## src/rtl/mult_div_pkg.sv

```systemverilog
// Shared types and constants for the iterative multiply/divide unit.
// Optional MULTU/DIVU support is enabled by defining MULTDIV_UNSIGNED_EN.
package mult_div_pkg;

  localparam int MD_WIDTH = 32;

  localparam logic MD_MULT = 1'b0;
  localparam logic MD_DIV  = 1'b1;

  typedef enum logic [1:0] {
    S_IDLE,
    S_RUN,
    S_FIX,
    S_DONE
  } md_state_t;

endpackage

```

## src/rtl/mult_div_unit_cond_negate.sv

```systemverilog
// Conditional two's-complement negation, used for operand magnitudes
// and for the sign fix-up of results.
module cond_negate #(
  parameter int W = 32
) (
  input  logic         en,
  input  logic [W-1:0] x,
  output logic [W-1:0] y
);

  assign y = en ? (~x + W'(1)) : x;

endmodule

```

## src/rtl/mult_div_unit.sv

```systemverilog
// Iterative signed 32x32 multiply / 32/32 divide, one bit per cycle.
// Define MULTDIV_UNSIGNED_EN to add the unsigned_op port (MULTU/DIVU).
module mult_div_unit
  import mult_div_pkg::*;
#(
  parameter int WIDTH = MD_WIDTH
) (
  input  logic             clk,
  input  logic             reset,
  input  logic             start,
  input  logic             md_sel,
  input  logic [WIDTH-1:0] a,
  input  logic [WIDTH-1:0] b,
`ifdef MULTDIV_UNSIGNED_EN
  input  logic             unsigned_op,
`endif
  output logic [WIDTH-1:0] hi,
  output logic [WIDTH-1:0] lo,
  output logic             busy,
  output logic             done,
  output logic             div0
);

  localparam int CW = $clog2(WIDTH + 1);

  md_state_t          r_state;
  logic [CW-1:0]      r_cnt;
  logic               r_md;
  logic               r_sa;
  logic               r_sb;
  logic               r_done;
  logic [WIDTH-1:0]   r_op;
  logic [2*WIDTH-1:0] r_prod;
  logic [WIDTH:0]     r_rem;
  logic [WIDTH-1:0]   r_hi;
  logic [WIDTH-1:0]   r_lo;

  logic               w_signed;
  logic [WIDTH-1:0]   w_ma;
  logic [WIDTH-1:0]   w_mb;
  logic [WIDTH:0]     w_sum;
  logic [WIDTH+1:0]   w_shift;
  logic [WIDTH+1:0]   w_diff;
  logic               w_neg;
  logic [2*WIDTH-1:0] w_prod_fix;
  logic [WIDTH-1:0]   w_quo_fix;
  logic [WIDTH-1:0]   w_rem_fix;

`ifdef MULTDIV_UNSIGNED_EN
  assign w_signed = ~unsigned_op;
`else
  assign w_signed = 1'b1;
`endif

  assign div0 = md_sel & (b == '0);
  assign busy = (r_state != S_IDLE);
  assign done = r_done;
  assign hi   = r_hi;
  assign lo   = r_lo;

  cond_negate #(.W(WIDTH)) u_neg_a (
    .en (w_signed & a[WIDTH-1]),
    .x  (a),
    .y  (w_ma)
  );

  cond_negate #(.W(WIDTH)) u_neg_b (
    .en (w_signed & b[WIDTH-1]),
    .x  (b),
    .y  (w_mb)
  );

  // Multiply: r_op holds |a|, r_prod low half shifts out |b|.
  assign w_sum = {1'b0, r_prod[2*WIDTH-1:WIDTH]}
               + (r_prod[0] ? {1'b0, r_op} : '0);

  // Divide: r_op holds |b|, r_prod low half shifts |a| in / quotient out.
  assign w_shift = {r_rem, r_prod[WIDTH-1]};
  assign w_diff  = w_shift - {2'b00, r_op};

  assign w_neg = r_sa ^ r_sb;

  cond_negate #(.W(2*WIDTH)) u_neg_p (
    .en (w_neg),
    .x  (r_prod),
    .y  (w_prod_fix)
  );

  cond_negate #(.W(WIDTH)) u_neg_q (
    .en (w_neg),
    .x  (r_prod[WIDTH-1:0]),
    .y  (w_quo_fix)
  );

  cond_negate #(.W(WIDTH)) u_neg_r (
    .en (r_sa),
    .x  (r_rem[WIDTH-1:0]),
    .y  (w_rem_fix)
  );

  always_ff @(posedge clk or posedge reset) begin
    if (reset) begin
      r_state <= S_IDLE;
      r_cnt   <= '0;
      r_md    <= MD_MULT;
      r_sa    <= 1'b0;
      r_sb    <= 1'b0;
      r_done  <= 1'b0;
      r_op    <= '0;
      r_prod  <= '0;
      r_rem   <= '0;
      r_hi    <= '0;
      r_lo    <= '0;
    end else begin
      r_done <= 1'b0;
      unique case (r_state)
        S_IDLE: begin
          if (start && !div0) begin
            r_state <= S_RUN;
            r_cnt   <= CW'(WIDTH);
            r_md    <= md_sel;
            r_sa    <= w_signed & a[WIDTH-1];
            r_sb    <= w_signed & b[WIDTH-1];
            r_op    <= (md_sel == MD_DIV) ? w_mb : w_ma;
            r_prod  <= {{WIDTH{1'b0}},
                        (md_sel == MD_DIV) ? w_ma : w_mb};
            r_rem   <= '0;
          end
        end
        S_RUN: begin
          r_cnt <= r_cnt - CW'(1);
          if (r_cnt == CW'(1))
            r_state <= S_FIX;
          if (r_md == MD_DIV) begin
            r_rem <= w_diff[WIDTH+1] ? w_shift[WIDTH:0]
                                     : w_diff[WIDTH:0];
            r_prod[WIDTH-1:0] <= {r_prod[WIDTH-2:0],
                                  ~w_diff[WIDTH+1]};
          end else begin
            r_prod <= {w_sum, r_prod[WIDTH-1:1]};
          end
        end
        S_FIX: begin
          if (r_md == MD_DIV) begin
            r_hi <= w_rem_fix;
            r_lo <= w_quo_fix;
          end else begin
            r_hi <= w_prod_fix[2*WIDTH-1:WIDTH];
            r_lo <= w_prod_fix[WIDTH-1:0];
          end
          r_done  <= 1'b1;
          r_state <= S_DONE;
        end
        S_DONE: r_state <= S_IDLE;
        default: r_state <= S_IDLE;
      endcase
    end
  end

endmodule

```

## config.mk

```make
export PLATFORM = sky130hd
export DESIGN_NAME = mult_div_unit
export DESIGN_NICKNAME = d
export VERILOG_FILES = /design/src/rtl/mult_div_pkg.sv /design/src/rtl/mult_div_unit_cond_negate.sv /design/src/rtl/mult_div_unit.sv
export SDC_FILE = /design/constraint.sdc
export NUM_CORES = 1
export LEC_CHECK = 0
export BUFFER_PORTS_ARGS = -buffer_cell sky130_fd_sc_hd__buf_2
export CORE_MARGIN = 8
export CORE_UTILIZATION = 30
export CTS_CLUSTER_SIZE = 24
export DETAILED_ROUTE_END_ITERATION = 12
export GPL_ROUTABILITY_DRIVEN = 0
export SLEW_MARGIN = 30
export SYNTH_ARGS = -nofsm -noshare
export SYNTH_HDL_FRONTEND = slang
export SYNTH_HIERARCHICAL = 1
export SYNTH_SLANG_ARGS = --single-unit
```

## constraint.sdc

```tcl
create_clock -name clk -period 11.3 [get_ports clk]
set_input_delay 2.26 -clock clk [delete_from_list [all_inputs] [get_ports clk]]
set_output_delay 2.26 -clock clk [all_outputs]
set_load 0.1 [all_outputs]
```

=== Yosys cells after proc, flatten, opt, wreduce, memory -nomap -nowiden ===
Cells that the tools add are included.

* Flip-flop bits (word level): 205
* Bits of input ports: 68
* Logic and storage cells: 71

* Add/subtract/negate cells: 8
* Equality and inequality tests: 8
* Muxes and demuxes: 24
* Bitwise gates (word level): 8
* Reductions and logical operators: 11

{| class="wikitable"
|+ Operators with widths
! operator !! number
|-
| $mux W32 || 11
|-
| $add A32 B1 Y32 const B || 4
|-
| $mux W64 || 2
|-
| $not A32 Y32 || 4
|-
| $pmux W64 S2 || 1
|-
| $mux W33 || 3
|-
| $pmux W33 S2 || 1
|-
| $add A64 B1 Y64 const B || 1
|-
| $not A64 Y64 || 1
|-
| $sub A34 B32 Y34 || 1
|-
| $add A32 B32 Y33 || 1
|-
| $logic_not A32 Y1 || 1
|-
| $pmux W6 S2 || 1
|-
| $ne A2 B2 Y1 const B || 4
|-
| $pmux W2 S4 || 1
|-
| $eq A6 B1 Y1 const B || 1
|-
| $mux W6 || 1
|-
| $reduce_and A2 Y1 || 3
|-
| $reduce_and A3 Y1 || 2
|-
| $sub A6 B1 Y6 const B || 1
|-
| $eq A2 B2 Y1 const B || 2
|-
| $mux W2 || 2
|-
| $reduce_bool A2 Y1 || 2
|-
| $eq A2 B1 Y1 const B || 1
|-
| 7 further kinds || 7
|}

=== Logic depth before layout (Yosys ltp) ===
* Depth after elaboration: 6
* Depth in mapped cells: 13
* Mapped depth without buffers: 12

=== Hierarchy ===
Netlist, hierarchy kept.

{| class="wikitable"
|+ By module, submodules not included
! module !! instances !! cells each !! area an instance (um2) !! seq. area each (um2)
|-
| mult_div_unit || 1 || 1541 || 13630.6 || 5129.9
|-
| cond_negate at u_neg_a ... || 4 || 99 || 777.0 || 0.0
|-
| cond_negate at u_neg_p || 1 || 206 || 1649.1 || 0.0
|}

=== Worst setup path after synthesis ===
OpenSTA, ideal clock, no wires.

* Path type: in2out
* From: input port b[1]
* To: output port div0
* Arrival: 5.622 ns
* Required time: 9.040 ns
* Slack: 3.418 ns
* Cell stages on the path: 3
* Buffers on the path: 0
* Path through: nor4b_1 > nand4_1 > nor4_1

* Word-level cells in the longest chain between the ends: 2

{| class="wikitable"
|+ RTL lines
! what !! RTL line !! RTL
|-
| start: declaration || mult_div_unit.sv:13 || <nowiki>input logic [WIDTH-1:0] b,</nowiki>
|-
| $logic_not A32 Y1 || mult_div_unit.sv:55 || <nowiki>assign div0 = md_sel & (b == '0);</nowiki>
|-
| $and A1 B1 Y1 || mult_div_unit.sv:55 ||
|-
| end: declaration || mult_div_unit.sv:21 || <nowiki>output logic div0</nowiki>
|}

Every way passes these cells.

=== Final worst setup path ===
* From: input port md_sel
* To: output port div0

* Word-level cells in the longest chain between the ends: 1

{| class="wikitable"
|+ RTL lines
! what !! RTL line !! RTL
|-
| start: declaration || mult_div_unit.sv:11 || <nowiki>input logic md_sel,</nowiki>
|-
| $and A1 B1 Y1 || mult_div_unit.sv:55 ||
|}

Every way passes these cells.

==> impl_summary.md <==
Run status
The run finished with clean final reports.

Die
The floorplan has 90 rows. The floorplan step defined a die boundary enclosing 0.06947 mm². In this run the count of I/O pins placed on the die edge is 135. The initial utilization of the core area, before any placement, comes to 30.41%.

The die is 263.6 µm wide. In this run the vertical extent of the chip is 263.6 µm. The core region is 0.06047 mm².

Run
Max-cap violations in this run came to 0.

Routing
Dividing the detail-routed wire length by the instance count gives 20.53 µm. The number of nets with antenna violations after routing is 0. The total length of routed wires is 62.00 mm. After detailed routing, the number of remaining DRC violations is 0. The detailed-route via count is 16877. In the routed layout, each cell is associated on average with a via count of 5.590. The detailed router finished its first iteration with 1457 violations. The detailed-router iteration count before antenna repair is 6.

Synthesis
The share of async-settable or async-resettable flops after synthesis is 100.0%. In this run, synthesis produced a sequential element count of 205. The number of nets in the synthesized netlist is 2288. The leading register cell type out of synthesis is sky130_fd_sc_hd__dfrtp_1. The cell count after synthesis is 2143. The yosys synthesis warning count is 6. Ranked by total cell area, the synthesized netlist is headed by sky130_fd_sc_hd__dfrtp_1, sky130_fd_sc_hd__xnor2_1, sky130_fd_sc_hd__mux2i_1.

The number of enable-type register cells in the synthesized netlist is 0. The average instance in the mapped netlist occupies 8.580 µm². The leading cell type by number of instances after synthesis is sky130_fd_sc_hd__nand2_1. The synthesized area is 0.01839 mm². The synthesized design devotes to its leading area cell type 27.90% of total area. By count the netlist is led by sky130_fd_sc_hd__nand2_1, sky130_fd_sc_hd__xnor2_1, sky130_fd_sc_hd__dfrtp_1. The sequential fraction of the synthesis area is 27.90%. After synthesis, the netlist uses 85 different library cells. The cell accounting for the most synthesized area is sky130_fd_sc_hd__dfrtp_1.

Clock tree
For this design, the CTS-stage hold fixing added 0 buffers. The maximum level of the CTS H-tree is 1. In this run the post-CTS setup repair buffer count came out at 0. The longest clock path from root to sink contains 3 buffers.

The clock tree from TritonCTS is yes. The clock edge transition at the registers on the reported setup and hold paths is 0.06 ns. The clock latency of the later-clocked register in the worst-skew pair is 0.58 ns. The total clock buffers created by CTS is 27. In this run, post-CTS repair resized a total of 0 instances. CTS saw 205 sinks. The root buffer selected by CTS is sky130_fd_sc_hd__clkbuf_16.

Setup path
The worst setup path is captured at an output pin. The worst register-to-register path has a depth of 11. Broken down by cell family, the worst path's largest delay share belongs to buffers and inverters.

The worst register-to-register path has a setup slack of 7.59 ns. The sum of buffers and inverters on the critical path is 2. The startpoint-to-endpoint class of the critical path is in -> out. The critical path goes through buf_4, nor4b_1, nand4_1, nor4_1, buf_2. The worst endpoint data arrival time is 4.30 ns. In this run the critical register-to-register path is launched from r_op[10]$_DFFE_PP0P_.

On the worst path, the slowest cell contributes a delay of 0.72 ns. In this run the critical register-to-register path is captured at r_rem[28]$_DFFE_PP0P_. Data on the critical path is required at its endpoint by 9.04 ns. The cell with the largest stage delay on the worst path is sky130_fd_sc_hd__buf_4. The worst setup path is launched from an input port. The critical path depth in cells is 5. The largest driver fanout on the critical path is 66.

GRT
The initial antenna violation count is 0. The pin count of the biggest net entering global routing is 129. The via count of the first global-routing pass is 16070. The first-pass GRT wire length is 95.84 mm. The global-route total usage across every layer is 17.06%. The total overflow left after global routing is 0.

Worst hold path
The end point of the most critical hold path is hi[12]$_DFFE_PP0P_. The worst hold path passes through 2 cells. The worst hold-check path type is reg -> reg. The hold path startpoint is hi[12]$_DFFE_PP0P_.

STA
The number of setup violations in the final report is 0. Setup repair after global routing left no endpoint under its margin. The post-route setup TNS is 0 ns.

The count of endpoints failing hold in the final timing report is 0. The minimum period implied by the final worst setup slack is 6.560 ns. In this run the tightest slew margin relative to its limit is 34.62%. The portion of the clock cycle consumed by the worst path in the final layout is 58.05%. Across the routed clock network, the largest skew measured is 0.02221 ns.

For the pin with the worst max-slew slack, the measured transition is 0.9808 ns. The achievable frequency is 152.4 MHz. The final count of pins violating max slew was 0.

Power
In this run the power density over the cells is 352.0 mW/mm². For this design the static power due to leakage is 8.927 nW. The completed layout was analyzed and its total power is 7.303 mW. The maximum ir drop on the vdd rail is 0.2211 mV.

Layout
The number of inserted filler cells in the final layout is 6260. The number of antenna diodes in the final layout is 0. In the final layout, flip-flops and latches occupy 0.005134 mm². The net count of the finished layout is 2361. From synthesis to final layout, the design area changed by 12.82%.

The combined area of the multi-input logic cells is 0.01255 mm². The fraction of final layout cells with drive strength greater than 1 is 13.99%.

Placed design
After legalization and detailed placement, the total HPWL measured 47.16 mm. The count of buffers added on input and output ports is 134.
[how the worst max path moves through the flow]
stage | startpoint | to | slack, ns
final | md_sel | div0 | 4.74
after global placement | md_sel | div0 | 4.66
after CTS | md_sel | div0 | 4.71
after detailed placement | md_sel | div0 | 4.72
after global routing | md_sel | div0 | 4.46
after floorplan | b[1] | div0 | 3.42
[state kept, by name, summed over array words and instances (netlist names)]
signal	flops
r_prod	64
r_rem	33
hi	32
lo	32
r_op	32
r_cnt	6
r_state	2
done	1
r_md	1
r_sa	1
r_sb	1
[cells by family after synthesis]
group / count (synthesis) / synth area share [%]
AOI/OAI and AO/OA: 610 / 22.37
xor gates and xnor gates: 232 / 11.05
adders and majority gates: 77 / 5.321
buffers and inverters: 181 / 4.021
DFF: 205 / 27.90
muxes: 176 / 9.697
and+or+nand+nor: 662 / 19.64
[metal layers]
layer,vias to the layer above,global-route usage (%),wire (µm)
li1,7976,-,-
met1,8224,22.99,27490
met2,599,28.29,28820
met3,78,2.648,4040
met4,0,4.275,1642
met5,-,0,0
[worst reg2reg max path, stage by stage (launching register included)]
cell and delay [ns]:
sky130_fd_sc_hd__dfrtp_1 0.48, sky130_fd_sc_hd__inv_1 0.08, sky130_fd_sc_hd__ha_1 0.39, sky130_fd_sc_hd__a21o_1 0.24, sky130_fd_sc_hd__a221o_1 0.38, sky130_fd_sc_hd__a221o_1 0.38, sky130_fd_sc_hd__o21a_1 0.24, sky130_fd_sc_hd__o211ai_4 0.18
sky130_fd_sc_hd__buf_4 0.47, sky130_fd_sc_hd__or2_1 0.50, sky130_fd_sc_hd__a31oi_1 0.08, sky130_fd_sc_hd__nand2b_1 0.16
[power by group]
| part | switching, mW | internal, mW | total (mW) |
|---|---|---|---|
| logic | 3.16 | 1.60 | 4.76 |
| registers | 0.542 | 1.05 | 1.59 |
| clock network | 0.369 | 0.583 | 0.951 |
[cell type report]
type	count	area share [%]
Multi-Input combinational cell	1757	60.49
Timing Repair Buffer	150	3.920
Sequential cell	205	24.75
Clock inverter	16	1.128
Tap cell	782	4.717
Clock buffer	34	3.577
Inverter	75	1.417
[cells in the final DEF, fill, tap and decap left out, types with 9 or more instances in the layout]
master                        n
sky130_fd_sc_hd__buf_4       14
sky130_fd_sc_hd__xor2_1      22
sky130_fd_sc_hd__or2_2       15
sky130_fd_sc_hd__o221ai_1    21
sky130_fd_sc_hd__o21ai_0    195
sky130_fd_sc_hd__nor4_1      20
sky130_fd_sc_hd__and2_1      38
sky130_fd_sc_hd__mux2_2      17
sky130_fd_sc_hd__nor2b_1      9
sky130_fd_sc_hd__xnor2_1    209
sky130_fd_sc_hd__a21oi_1    138
sky130_fd_sc_hd__o41ai_1     28
sky130_fd_sc_hd__and3_1      14
sky130_fd_sc_hd__o31ai_1     61
sky130_fd_sc_hd__inv_1       74
sky130_fd_sc_hd__o41ai_2     21
sky130_fd_sc_hd__or3_1       18
sky130_fd_sc_hd__o21ai_1     12
sky130_fd_sc_hd__nand3_1     32
sky130_fd_sc_hd__nor3_1      23
sky130_fd_sc_hd__nand2b_1    25
sky130_fd_sc_hd__or4_1        9
sky130_fd_sc_hd__nor2_1     135
sky130_fd_sc_hd__buf_2      133
sky130_fd_sc_hd__nand4_1     19
sky130_fd_sc_hd__a21o_1      26
sky130_fd_sc_hd__ha_1        74
sky130_fd_sc_hd__dfrtp_1    204
sky130_fd_sc_hd__a31oi_1      9
sky130_fd_sc_hd__nor4_4      17
sky130_fd_sc_hd__clkbuf_16   27
sky130_fd_sc_hd__nand2_1    238
sky130_fd_sc_hd__mux2i_1    159
[through the flow]
step	util (%)	instances	hold WS, ns	cell area (µm²)	worst slack (ns)
final	34.31	3019	0.5171	20740	4.740
after global placement	32.64	2968	0.4947	19740	4.663
after CTS	34.25	3018	0.5211	20710	4.714
after floorplan	-	2143	0.4632	18390	3.418
after global routing	34.31	3019	0.5484	20740	4.463
after detailed placement	32.64	2968	0.5072	19740	4.717
Power figures use the tool's default switching activity.
